<file path="config.mk">
export PLATFORM = sky130hd
export DESIGN_NAME = io_bus_arbiter
export DESIGN_NICKNAME = d
export VERILOG_FILES = /design/src/rtl/io_bus_arbiter.sv
export SDC_FILE = /design/constraint.sdc
export NUM_CORES = 1
export LEC_CHECK = 0
export CORE_MARGIN = 2
export CORE_UTILIZATION = 44
export DETAILED_ROUTE_END_ITERATION = 10
export HOLD_SLACK_MARGIN = 0.06
export PLACE_DENSITY = 0.88
export SKIP_CTS_REPAIR_TIMING = 1
export SLEW_MARGIN = 20
export SYNTH_ARGS = -nofsm -noshare
export SYNTH_HDL_FRONTEND = slang
export SYNTH_SLANG_ARGS = --single-unit
</file>
<file path="constraint.sdc">
create_clock -name clk -period 5.4 [get_ports clk]
set_input_delay 1.62 -clock clk [delete_from_list [all_inputs] [get_ports clk]]
set_output_delay 1.62 -clock clk [all_outputs]
set_load 0.1 [all_outputs]
</file>
<file path="src/rtl/io_bus_arbiter.sv">
// Round-robin arbiter sharing one byte-serial IO bridge between the fetch unit and
// the load/store unit; latches the winner's command and guards it with a watchdog.
module io_bus_arbiter #(
  parameter int TIMEOUT = 1024,
  parameter int TCW     = 11
) (
  input  logic        clk,
  input  logic        rst,
  // Requester handshake: req is raised with its command and held until the
  // one-cycle ack; the command is sampled only at grant, so later changes (or a
  // dropped req) do not affect a running transaction. req still high in IDLE
  // after the ack is taken as a new request.
  input  logic        f_req,
  input  logic [23:0] f_addr,
  output logic        f_ack,
  output logic [31:0] f_rdata,
  input  logic        d_req,
  input  logic        d_we,
  input  logic        d_stack,
  input  logic        d_awb,
  input  logic [23:0] d_addr,
  input  logic [15:0] d_wdata,
  output logic        d_ack,
  output logic [15:0] d_rdata,
  output logic        err,
  output logic        io_load,
  output logic        io_store,
  output logic        io_code_seg,
  output logic        io_data_seg,
  output logic        io_stack_seg,
  output logic        io_awb,
  output logic [23:0] io_addr,
  output logic [15:0] io_data,
  input  logic        io_ready,
  input  logic [15:0] io_rdata,
  output logic [1:0]  dbg_state
);

  typedef enum logic [1:0] {
    ST_IDLE  = 2'd0,
    ST_FETCH = 2'd1,
    ST_DATA  = 2'd2,
    ST_GAP   = 2'd3
  } state_t;

  localparam bit             TO_EN   = (TIMEOUT > 0);
  localparam logic [TCW-1:0] TO_LAST = (TIMEOUT > 0) ? TCW'(TIMEOUT - 1) : '0;

  state_t         r_state;
  logic           r_last_data;
  logic           r_beat;
  logic [TCW-1:0] r_tcnt;
  logic           r_load;
  logic           r_store;
  logic           r_code_seg;
  logic           r_data_seg;
  logic           r_stack_seg;
  logic           r_awb;
  logic [23:0]    r_addr;
  logic [15:0]    r_wdata;
  logic           r_f_ack;
  logic           r_d_ack;
  logic           r_err;
  logic [31:0]    r_f_rdata;
  logic [15:0]    r_d_rdata;

  logic w_busy;
  logic w_last_beat;
  logic w_done;
  logic w_abort;
  logic w_grant_f;
  logic w_grant_d;

  assign w_busy      = (r_state == ST_FETCH) || (r_state == ST_DATA);
  assign w_last_beat = (r_state == ST_DATA) || ((r_state == ST_FETCH) && r_beat);
  assign w_done      = io_ready & w_last_beat;
  // A ready in the expiry cycle takes precedence over the abort.
  assign w_abort     = TO_EN && w_busy && !io_ready && (r_tcnt == TO_LAST);
  assign w_grant_f   = (r_state == ST_IDLE) && f_req && (!d_req || r_last_data);
  assign w_grant_d   = (r_state == ST_IDLE) && d_req && !w_grant_f;

  always_ff @(posedge clk or posedge rst) begin
    if (rst) begin
      r_state     <= ST_IDLE;
      r_last_data <= 1'b1;
      r_beat      <= 1'b0;
      r_tcnt      <= '0;
      r_load      <= 1'b0;
      r_store     <= 1'b0;
      r_code_seg  <= 1'b0;
      r_data_seg  <= 1'b0;
      r_stack_seg <= 1'b0;
      r_awb       <= 1'b0;
      r_addr      <= '0;
      r_wdata     <= '0;
      r_f_ack     <= 1'b0;
      r_d_ack     <= 1'b0;
      r_err       <= 1'b0;
      r_f_rdata   <= '0;
      r_d_rdata   <= '0;
    end else begin
      r_f_ack <= 1'b0;
      r_d_ack <= 1'b0;
      r_err   <= 1'b0;
      case (r_state)
        ST_IDLE: begin
          if (w_grant_f || w_grant_d) begin
            r_state     <= w_grant_f ? ST_FETCH : ST_DATA;
            r_last_data <= w_grant_d;
            r_beat      <= 1'b0;
            r_tcnt      <= '0;
            r_addr      <= w_grant_f ? f_addr : d_addr;
            r_wdata     <= w_grant_f ? 16'h0000 : d_wdata;
            r_load      <= w_grant_f | ~d_we;
            r_store     <= w_grant_d & d_we;
            r_code_seg  <= w_grant_f;
            r_data_seg  <= w_grant_d & ~d_stack;
            r_stack_seg <= w_grant_d & d_stack;
            r_awb       <= w_grant_d & d_awb;
          end
        end
        ST_FETCH, ST_DATA: begin
          if (io_ready) begin
            r_tcnt <= '0;
            if (r_state == ST_FETCH) begin
              if (r_beat) begin
                r_f_rdata[15:0] <= io_rdata;
              end else begin
                r_f_rdata[31:16] <= io_rdata;
                r_beat           <= 1'b1;
              end
            end else if (r_load) begin
              r_d_rdata <= io_rdata;
            end
          end else begin
            r_tcnt <= r_tcnt + TCW'(1);
          end
          // Completion and abort both leave the bridge idle for the ack cycle.
          if (w_done || w_abort) begin
            r_state     <= ST_GAP;
            r_load      <= 1'b0;
            r_store     <= 1'b0;
            r_code_seg  <= 1'b0;
            r_data_seg  <= 1'b0;
            r_stack_seg <= 1'b0;
            r_awb       <= 1'b0;
            r_addr      <= '0;
            r_wdata     <= '0;
            r_f_ack     <= (r_state == ST_FETCH);
            r_d_ack     <= (r_state == ST_DATA);
            r_err       <= w_abort;
          end
        end
        default: r_state <= ST_IDLE;
      endcase
    end
  end

  assign io_load      = r_load & ~w_done;
  assign io_store     = r_store & ~w_done;
  assign io_code_seg  = r_code_seg;
  assign io_data_seg  = r_data_seg;
  assign io_stack_seg = r_stack_seg;
  assign io_awb       = r_awb;
  assign io_addr      = r_addr;
  assign io_data      = r_wdata;
  assign f_ack        = r_f_ack;
  assign d_ack        = r_d_ack;
  assign err          = r_err;
  assign f_rdata      = r_f_rdata;
  assign d_rdata      = r_d_rdata;
  assign dbg_state    = r_state;

endmodule
</file>
==> impl_summary.txt, run 1 <==
----------------------------------------------------
[Setup path]
  Startpoint class of the critical path ... input pin
  Endpoint arrival time on the critical path ... 2.81 ns
  Origin of the critical flop-to-flop path ... dbg_state[0]
  Worst reg-to-reg setup slack ... 2.75 ns
  R2r endpoint ... io_stack_seg
  Type of the worst setup path ... in -> out
  Type of destination of the critical path ... output port
  Critical Path Fanout Max ... 8
  Worst r2r path cells ... 6
  Data required time of the worst path ... 3.78 ns

[GRT]
  Global-route wire length before repair ... 18900 um
  Remaining global-route overflow ... 0
  Number of antenna violations at the first check in global routing ... 0
  Maximum number of pins on one net before global-route repair ... 46
  Number of global-route vias before repair ... 3816
  GRT Resource Usage Total ... 21.1%

[Yosys]
  Yosys warning total ... 0
  Flop and latch count out of synthesis ... 112
  Library cell with the highest instance count after synthesis ... dfrtp_1
  Synth Area in XOR/XNOR ... 1.12%
  Top cells by count, synth ... 111 x dfrtp_1, 49 x mux2_2, 25 x mux2i_1
  Post-synth EDFFs ... 0
  Async set-or-reset flop fraction in the synthesized netlist ... 100%
  Library cell with the largest summed area after synthesis ... dfrtp_1
  Mean post-synth cell area ... 13.6 um^2
  Fraction of post-synthesis cell area in the top cell type by area ... 58.9%
  Multiplexer area fraction after synthesis ... 17.0%
  Total standard cell area after synthesis ... 4710 um^2
  Area share of fa/ha/maj cells after synthesis ... 1.59%
  Mapped Cells ... 347
  Sequential element share of the synthesized area ... 59.5%
  Main synth FF type ... dfrtp_1
  Syn_nets ... 441
  Main combinational cell family by area after synthesis ... multiplexers
  Share of the synthesized area in compound gates (AO/OA/AOI/OAI) ... 11.1%
  Synth Area in Simple Gates ... 7.67%
  Largest cells by area after synthesis ... dfrtp_1 59%, mux2_2 12%, mux2i_1 5.3%
  Count of different cell masters after synthesis ... 45

[Placement]
  Post-detailed-placement half-perimeter wirelength ... 9110 um
  Gpl congestion ... 0.792
  Buffers added on ports ... 186
  Worst slack at placement ... 0.993 ns

[Clock network]
  Number of CTS-inserted buffers ... 9
  Clock sink total ... 112
  Number of H-tree branching levels ... 3
  CTS clock-pin slew for the worst setup and hold paths ... 0.10 ns
  Clock tree from TritonCTS ... yes
  Source-to-sink clock delay at the later pin of the worst-skew pair ... 0.37 ns
  CTS max path bufs ... 2
  Master cell of the clock root buffer ... clkbuf_8

[Timing]
  Final count of pins violating max slew ... 0
  Worst clock skew on the final layout ... 0.0147 ns
  Final worst-path setup slack ... 0.967 ns
  Tcrit/Tclk final ... 82.1%
  Minimum clock period after layout ... 4.43 ns
  Remaining max-slew budget at the tightest pin ... 26.5%
  Final-layout setup total negative slack ... 0 ns
  Peak clock frequency supported by timing ... 226 MHz
  RSZ-0062 raised after global routing ... false
  Count of endpoints failing hold in the final timing report ... 0
  WHS ... 0.494 ns
  Worst-margin pin slew ... 1.10 ns
  Number of endpoints failing setup at the final stage ... 0

[Outcome]
  Result of the run ... complete, no violations

[Finish]
  Area growth, synth to finish ... 46.4%
  Final layout net count ... 625
  Layout cells sized above 1 ... 15.5%
  Count of inserted antenna diode cells ... 0

[Floorplanning]
  Width of the die ... 107 um
  Top-level I/O count ... 187
  Row count ... 37
  Effective utilization at floorplan ... 45.4%
  DIE AREA ... 11600 um^2
  Height of the chip ... 107 um
  Total core area ... 10400 um^2

[Worst hold path]
  Classification of the worst-slack hold path ... reg -> reg
  Worst hold path depth ... 1
  WHS Endpoint ... io_data_seg
  Launch instance of the worst min-delay path ... io_data_seg

[Detailed routing]
  Initial DRC count ... 156
  Average wire per standard cell ... 18.2 um
  Drt first pass iters ... 4
  Via count ... 3573
  DR vias/cell ... 5.32
  Final routed DRC violation total ... 0
  Post-DRT Antenna Nets ... 0
  Detailed-route wire length ... 12300 um

[Job]
  Max_cap viols ... 0

----------------------------------------------------
flip-flops by register name, summed over array words and instances (netlist names), 2 cells and up:
name / cells
f_rdata: 32
io_addr: 24
d_rdata: 16
io_data: 16
r_tcnt: 11
dbg_state: 2
worst max-delay path, cell delays in order:
cell and delay (ns):
clkdlybuf4s50_1 0.62, nand2_1 0.15, and2_1 0.19, buf_4 0.23
area by class of cell:
class	instances	area [um^2]
Clock buffer	9	124
Inverter	4	17.5
Multi-Input combinational cell	214	1830
Tap cell	136	170
Sequential cell	112	2800
Fill cell	777	3470
Clock inverter	7	63.8
Timing Repair Buffer	190	1890
worst max-delay path by stage:
| stage | from | to |
|---|---|---|
| floorplan | rst | d_ack |
| global placement | io_ready | io_store |
| detailed placement | io_ready | io_store |
| CTS | io_ready | io_store |
| global route | io_ready | io_store |
| finish | io_ready | io_store |
cell usage in the layout, fill, tap and decap left out, types with 6 or more instances in the layout:
master and count:
nand2_1 13, mux2_2 49, nor2_1 11, mux2i_1 25, o2bb2ai_1 24, clkbuf_8 9
a21oi_1 6, nand3_1 7, ha_1 6, dfrtp_1 111, clkdlybuf4s50_1 184, a22o_1 20
buf_4 6
routing by layer:
layer / wire [um] / vias up / global-route usage [%]
met2: 6490 / 126 / 37.8
li1: - / 1633 / -
met5: 0 / - / 0
met1: 4790 / 1792 / 25.5
met3: 654 / 22 / 3.21
met4: 309 / 0 / 8.33
per-stage QoR:
| step | instance area (um^2) | util, % | instances |
|---|---|---|---|
| 2_1_floorplan | 4710 | - | 347 |
| 5_1_grt | 6900 | 66.5 | 672 |
| 3_5_place_dp | 6710 | 64.7 | 656 |
| 4_1_cts | 6900 | 66.5 | 672 |
| 3_3_place_gp | 6710 | 64.7 | 656 |
| 6_report | 6900 | 66.5 | 672 |
logic make-up (layout without fill, tap and decap cells):
group / count (synthesis) / after routing
simple gates: 62 / 62
compound gates: 66 / 66
flops: 112 / 112
fa+ha+maj: 6 / 6
mux: 74 / 74
xor+xnor: 6 / 6
buf+inv: 21 / 210
Power of run 1 is left out: the tool's default activity adds up to more than one toggle a clock period on the data nets, which glitch-free logic cannot reach.
==> inputs of run 2 (changes only) <==
==> constraint.sdc (replaced) <==
create_clock -name clk -period 4.23 [get_ports clk]
set_input_delay 1.269 -clock clk [delete_from_list [all_inputs] [get_ports clk]]
set_output_delay 1.269 -clock clk [all_outputs]
set_load 0.1 [all_outputs]
==> run 2 against run 1 <==
Worst setup slack lost 0.44 ns. Global-route usage is 0.25 points higher. First-iteration DRC count down 2.6%. Sequential cell count stayed put. Non-clock buffer count up 3. Sequential share of layout area decreased by 0.35 points. Register-to-register slack got worse by 1.1 ns. Critical path depth did not move. Die area unchanged. Final cell count rose by 0.45%.
==> impl_summary.txt, run 2 (same netlist as run 1, synthesis figures left out) <==
----------------------------------------------------
[Outcome]
  Result of the run ... complete, no violations

[Clock network]
  CTS clock-pin slew for the worst setup and hold paths ... 0.11 ns
  Number of H-tree branching levels ... 3
  Source-to-sink clock delay at the later pin of the worst-skew pair ... 0.37 ns
  CTS max path bufs ... 2
  Number of CTS-inserted buffers ... 9
  Clock sink total ... 112
  Master cell of the clock root buffer ... clkbuf_8
  Clock tree from TritonCTS ... yes

[Floorplanning]
  DIE AREA ... 11600 um^2
  Effective utilization at floorplan ... 45.4%
  Top-level I/O count ... 187
  Total core area ... 10400 um^2
  Height of the chip ... 107 um
  Width of the die ... 107 um
  Row count ... 37

[Finish]
  Flip-flop count of the largest register after layout ... 32
  Area growth, synth to finish ... 47.6%
  Most common cell after layout, fill and taps aside ... clkdlybuf4s50_1
  Final layout net count ... 628
  Count of inserted antenna diode cells ... 0
  Layout cells sized above 1 ... 16.0%
  End-of-flow core utilization ... 67.1%
  Top library cells by usage in the layout, fill and taps aside ... 184 x clkdlybuf4s50_1, 111 x dfrtp_1, 49 x mux2_2

[Setup path]
  Data required time of the worst path ... 2.96 ns
  Delay-heaviest family, CP ... buffers and inverters
  Type of the worst setup path ... in -> out
  Largest stage delay on the critical path ... 0.62 ns
  Worst reg-to-reg setup slack ... 1.63 ns
  Startpoint class of the critical path ... input pin
  Crit-path slowest cell ... clkdlybuf4s50_1
  Type of destination of the critical path ... output port
  Buf+Inv Stages, Crit Path ... 2
  Endpoint arrival time on the critical path ... 2.44 ns
  Origin of the critical flop-to-flop path ... dbg_state[0]
  Worst path cell trace ... clkdlybuf4s50_1 -> nand2_1 -> and2_1 -> buf_12
  Worst r2r path cells ... 6
  Critical Path Fanout Max ... 8
  R2r endpoint ... io_data[13]

[Placement]
  Post-detailed-placement half-perimeter wirelength ... 9080 um
  Gpl congestion ... 0.818
  Buffers added on ports ... 186

[Job]
  Max_cap viols ... 0

[Timing]
  Peak clock frequency supported by timing ... 270 MHz
  Remaining max-slew budget at the tightest pin ... 29.4%
  Tcrit/Tclk final ... 87.6%
  Worst clock skew on the final layout ... 0.0103 ns
  Final count of pins violating max slew ... 0
  Count of endpoints failing hold in the final timing report ... 0
  Final-layout setup total negative slack ... 0 ns
  RSZ-0062 raised after global routing ... false
  Worst-margin pin slew ... 1.06 ns
  Number of endpoints failing setup at the final stage ... 0
  Minimum clock period after layout ... 3.71 ns

[Worst hold path]
  Classification of the worst-slack hold path ... reg -> reg
  WHS Endpoint ... io_addr[17]
  Launch instance of the worst min-delay path ... io_addr[17]
  Worst hold path depth ... 1

[Detailed routing]
  DR vias/cell ... 5.29
  Via count ... 3573
  Initial DRC count ... 152
  Drt first pass iters ... 4
  Average wire per standard cell ... 18.0 um
  Post-DRT Antenna Nets ... 0
  Final routed DRC violation total ... 0
  Detailed-route wire length ... 12200 um

[GRT]
  Remaining global-route overflow ... 0
  GRT Resource Usage Total ... 21.4%
  Number of antenna violations at the first check in global routing ... 0
  Number of global-route vias before repair ... 3876
  Maximum number of pins on one net before global-route repair ... 54
  Global-route wire length before repair ... 19400 um

----------------------------------------------------
[run 2: cell count changes in the layout (fill, tap and decap cells not counted), sizes merged]
cell / before / now
buf: 6 / 9
[run 2: worst register-to-register path: cells and delay by family (launching register included)]
family                   cells  cell delay (ns)
buffers and inverters        1             0.10
adder cells (fa/ha/maj)      1             0.33
AND/OR/NAND/NOR              3             1.37
flip-flops                   1             0.46
AO/OA/AOI/OAI                1             0.27
[run 2: area by class of cell]
| cell class | count | area [um^2] |
|---|---|---|
| Timing Repair Buffer | 193 | 1950 |
| Fill cell | 771 | 3410 |
| Multi-Input combinational cell | 214 | 1830 |
| Tap cell | 136 | 170 |
| Clock inverter | 7 | 63.8 |
| Clock buffer | 9 | 124 |
| Sequential cell | 112 | 2800 |
| Inverter | 4 | 17.5 |
[run 2: metrics by stage]
step / setup slack, ns / instances / cell area, um^2 / hold slack [ns]
finish: 0.523 / 675 / 6960 / 0.502
global route: 0.489 / 675 / 6960 / 0.517
CTS: 0.534 / 675 / 6960 / 0.507
detailed placement: 0.541 / 659 / 6770 / 0.473
global placement: 0.556 / 659 / 6770 / 0.463
floorplan: 0.00365 / 347 / 4710 / 0.458
[run 2: routing by layer]
layer	vias to the layer above	track usage, %	part of all wire (%)
met1	1778	26.2	40
li1	1648	-	-
met3	21	2.72	4.7
met2	126	37.6	52
met4	0	9.71	2.5
met5	-	0	0
[run 2: worst max-delay path by stage]
stage / start / slack (ns) / depth (start not counted) / endpoint
final: io_ready / 0.52 / 4 / io_load
after global routing: io_ready / 0.49 / 4 / io_store
after floorplan: rst / 0.004 / 1 / d_ack
after detailed placement: io_ready / 0.54 / 4 / io_load
after global placement: io_ready / 0.56 / 4 / io_store
after CTS: io_ready / 0.53 / 4 / io_load
Power of run 2 is left out for the same reason.
==> inputs of run 3 (changes only) <==
--- a/config.mk
+++ b/config.mk
@@ -8,6 +8,7 @@
 export CORE_MARGIN = 2
 export CORE_UTILIZATION = 44
 export DETAILED_ROUTE_END_ITERATION = 10
+export GPL_TIMING_DRIVEN = 0
 export HOLD_SLACK_MARGIN = 0.06
 export PLACE_DENSITY = 0.88
 export SKIP_CTS_REPAIR_TIMING = 1
==> run 3 against run 2 <==
Final cell count rose by 1.5%. Maximum frequency fell by 10%. Register-to-register slack gained 0.17 ns. Count of clock-buffer cells in the layout is the same. Sequential share of layout area unchanged. Via count grew 1.3%. Worst setup slack lost 0.43 ns. Die area unchanged. Sequential cell count unchanged. Utilization did not move. Design area is the same. Global-route usage about the same. Critical path type unchanged. Largest cell class unchanged.
==> impl_summary.txt, run 3 (same netlist as run 1, synthesis figures left out) <==
----------------------------------------------------
[Timing]
  Worst-margin pin slew ... 1.03 ns
  RSZ-0062 raised after global routing ... false
  Minimum clock period after layout ... 4.14 ns
  Tcrit/Tclk final ... 97.8%
  Peak clock frequency supported by timing ... 242 MHz
  Worst clock skew on the final layout ... 0.0198 ns
  Number of endpoints failing setup at the final stage ... 0
  Remaining max-slew budget at the tightest pin ... 31.1%
  Final count of pins violating max slew ... 0
  Count of endpoints failing hold in the final timing report ... 0

[Detailed routing]
  Initial DRC count ... 107
  Drt first pass iters ... 4
  Via count ... 3618
  DR vias/cell ... 5.28
  Post-DRT Antenna Nets ... 0
  Detailed-route wire length ... 12200 um
  Average wire per standard cell ... 17.8 um
  Final routed DRC violation total ... 0

[GRT]
  GRT Resource Usage Total ... 21.4%
  Number of global-route vias before repair ... 3946
  GR met2 Demand/Resource ... 37.8%
  Global-route wire length before repair ... 19500 um
  Met3 GRT Util ... 3.69%
  Remaining global-route overflow ... 0
  Maximum number of pins on one net before global-route repair ... 86
  Global-route layer with the greatest usage ... met2
  Met1 Track Usage GR ... 26.0%
  Number of antenna violations at the first check in global routing ... 0

[Setup path]
  Critical Path Fanout Max ... 8
  Type of the worst setup path ... in -> out
  Startpoint class of the critical path ... input pin
  Data required time of the worst path ... 2.96 ns
  Type of destination of the critical path ... output port
  Endpoint arrival time on the critical path ... 2.87 ns

[Floorplanning]
  DIE AREA ... 11600 um^2
  Top-level I/O count ... 187
  Height of the chip ... 107 um
  Row count ... 37
  Width of the die ... 107 um
  Total core area ... 10400 um^2
  Effective utilization at floorplan ... 45.4%

[Job]
  Max_cap viols ... 0

[Placement]
  Post-Place Cell Area ... 6770 um^2
  Post-detailed-placement half-perimeter wirelength ... 9300 um
  Buffers added on ports ... 185
  Gpl congestion ... 0.803

[Clock network]
  Source-to-sink clock delay at the later pin of the worst-skew pair ... 0.37 ns
  Number of H-tree branching levels ... 3
  CTS max path bufs ... 2
  Clock tree from TritonCTS ... yes
  Master cell of the clock root buffer ... clkbuf_8
  CTS clock-pin slew for the worst setup and hold paths ... 0.10 ns
  Clock sink total ... 112
  Number of CTS-inserted buffers ... 9

[Worst hold path]
  Classification of the worst-slack hold path ... reg -> reg

[Finish]
  Most common cell after layout, fill and taps aside ... clkdlybuf4s50_1
  Number of filler instances in the final layout ... 781
  Final standard cell area without fillers ... 6960 um^2
  Layout cells sized above 1 ... 16.0%
  End-of-flow core utilization ... 67.1%
  Count of inserted antenna diode cells ... 0
  Final layout net count ... 638
  Flip-flop count of the largest register after layout ... 32
  Area growth, synth to finish ... 47.6%
  Top library cells by usage in the layout, fill and taps aside ... 185 x clkdlybuf4s50_1, 111 x dfrtp_1, 49 x mux2_2

[Outcome]
  Result of the run ... complete, no violations

----------------------------------------------------
[run 3: cell count changes in the layout (fill, tap and decap cells not counted), moves of 3 or more]
| cell | before | now |
|---|---|---|
| buf_12 | 3 | 0 |
| clkbuf_1 | 0 | 6 |
| buf_4 | 6 | 0 |
| buf_2 | 0 | 11 |
[run 3: metrics by stage]
| step | hold slack [ns] | TNS [ns] | cells | setup slack (ns) |
|---|---|---|---|---|
| after floorplan | 0.458 | 0 | 347 | 0.00365 |
| after global placement | 0.461 | -154.84 | 668 | -1.40 |
| after detailed placement | 0.465 | 0 | 669 | 0.0920 |
| after CTS | 0.489 | 0 | 685 | 0.0882 |
| after global routing | 0.512 | 0 | 685 | 0.0328 |
| final | 0.492 | 0 | 685 | 0.0924 |
[run 3: area by class of cell]
type	count	area [um^2]	share of cell area [%]
clock buffer	9	124	1.78
clock inverter	7	66.3	0.953
buffer	17	77.6	1.12
timing repair buffer	186	1880	27.0
sequential	112	2800	40.3
multi-input combinational	214	1820	26.1
tap	136	170	2.45
inverter	4	20.0	0.288
[run 3: worst paths after layout]
| check | start | to | slack (ns) | cells past startpoint |
|---|---|---|---|---|
| setup / recovery | io_ready | io_store | 0.09 | 4 |
| hold / removal | io_data_seg | io_data_seg | 0.49 | 1 |
| setup reg to reg | dbg_state[0] | io_stack_seg | 1.80 | 8 |
| hold reg to reg | io_data_seg | io_data_seg | 0.49 | 1 |
| max in group asynchronous | rst | r_last_data | 2.31 | 3 |
| min in group asynchronous | rst | d_rdata[8] | 1.22 | 2 |
[run 3: per-layer routing]
metal | share of wire [%] | wire, um
met1 | 40 | 4880
met2 | 51 | 6260
met3 | 5.7 | 691
met4 | 2.8 | 345
met5 | 0 | 0
[run 3: worst max-delay path, stage by stage]
cell             delay (ns)
clkbuf_1               0.16
nand2_1                0.15
and2_1                 0.15
clkdlybuf4s50_1        1.13
Power of run 3 is left out for the same reason.
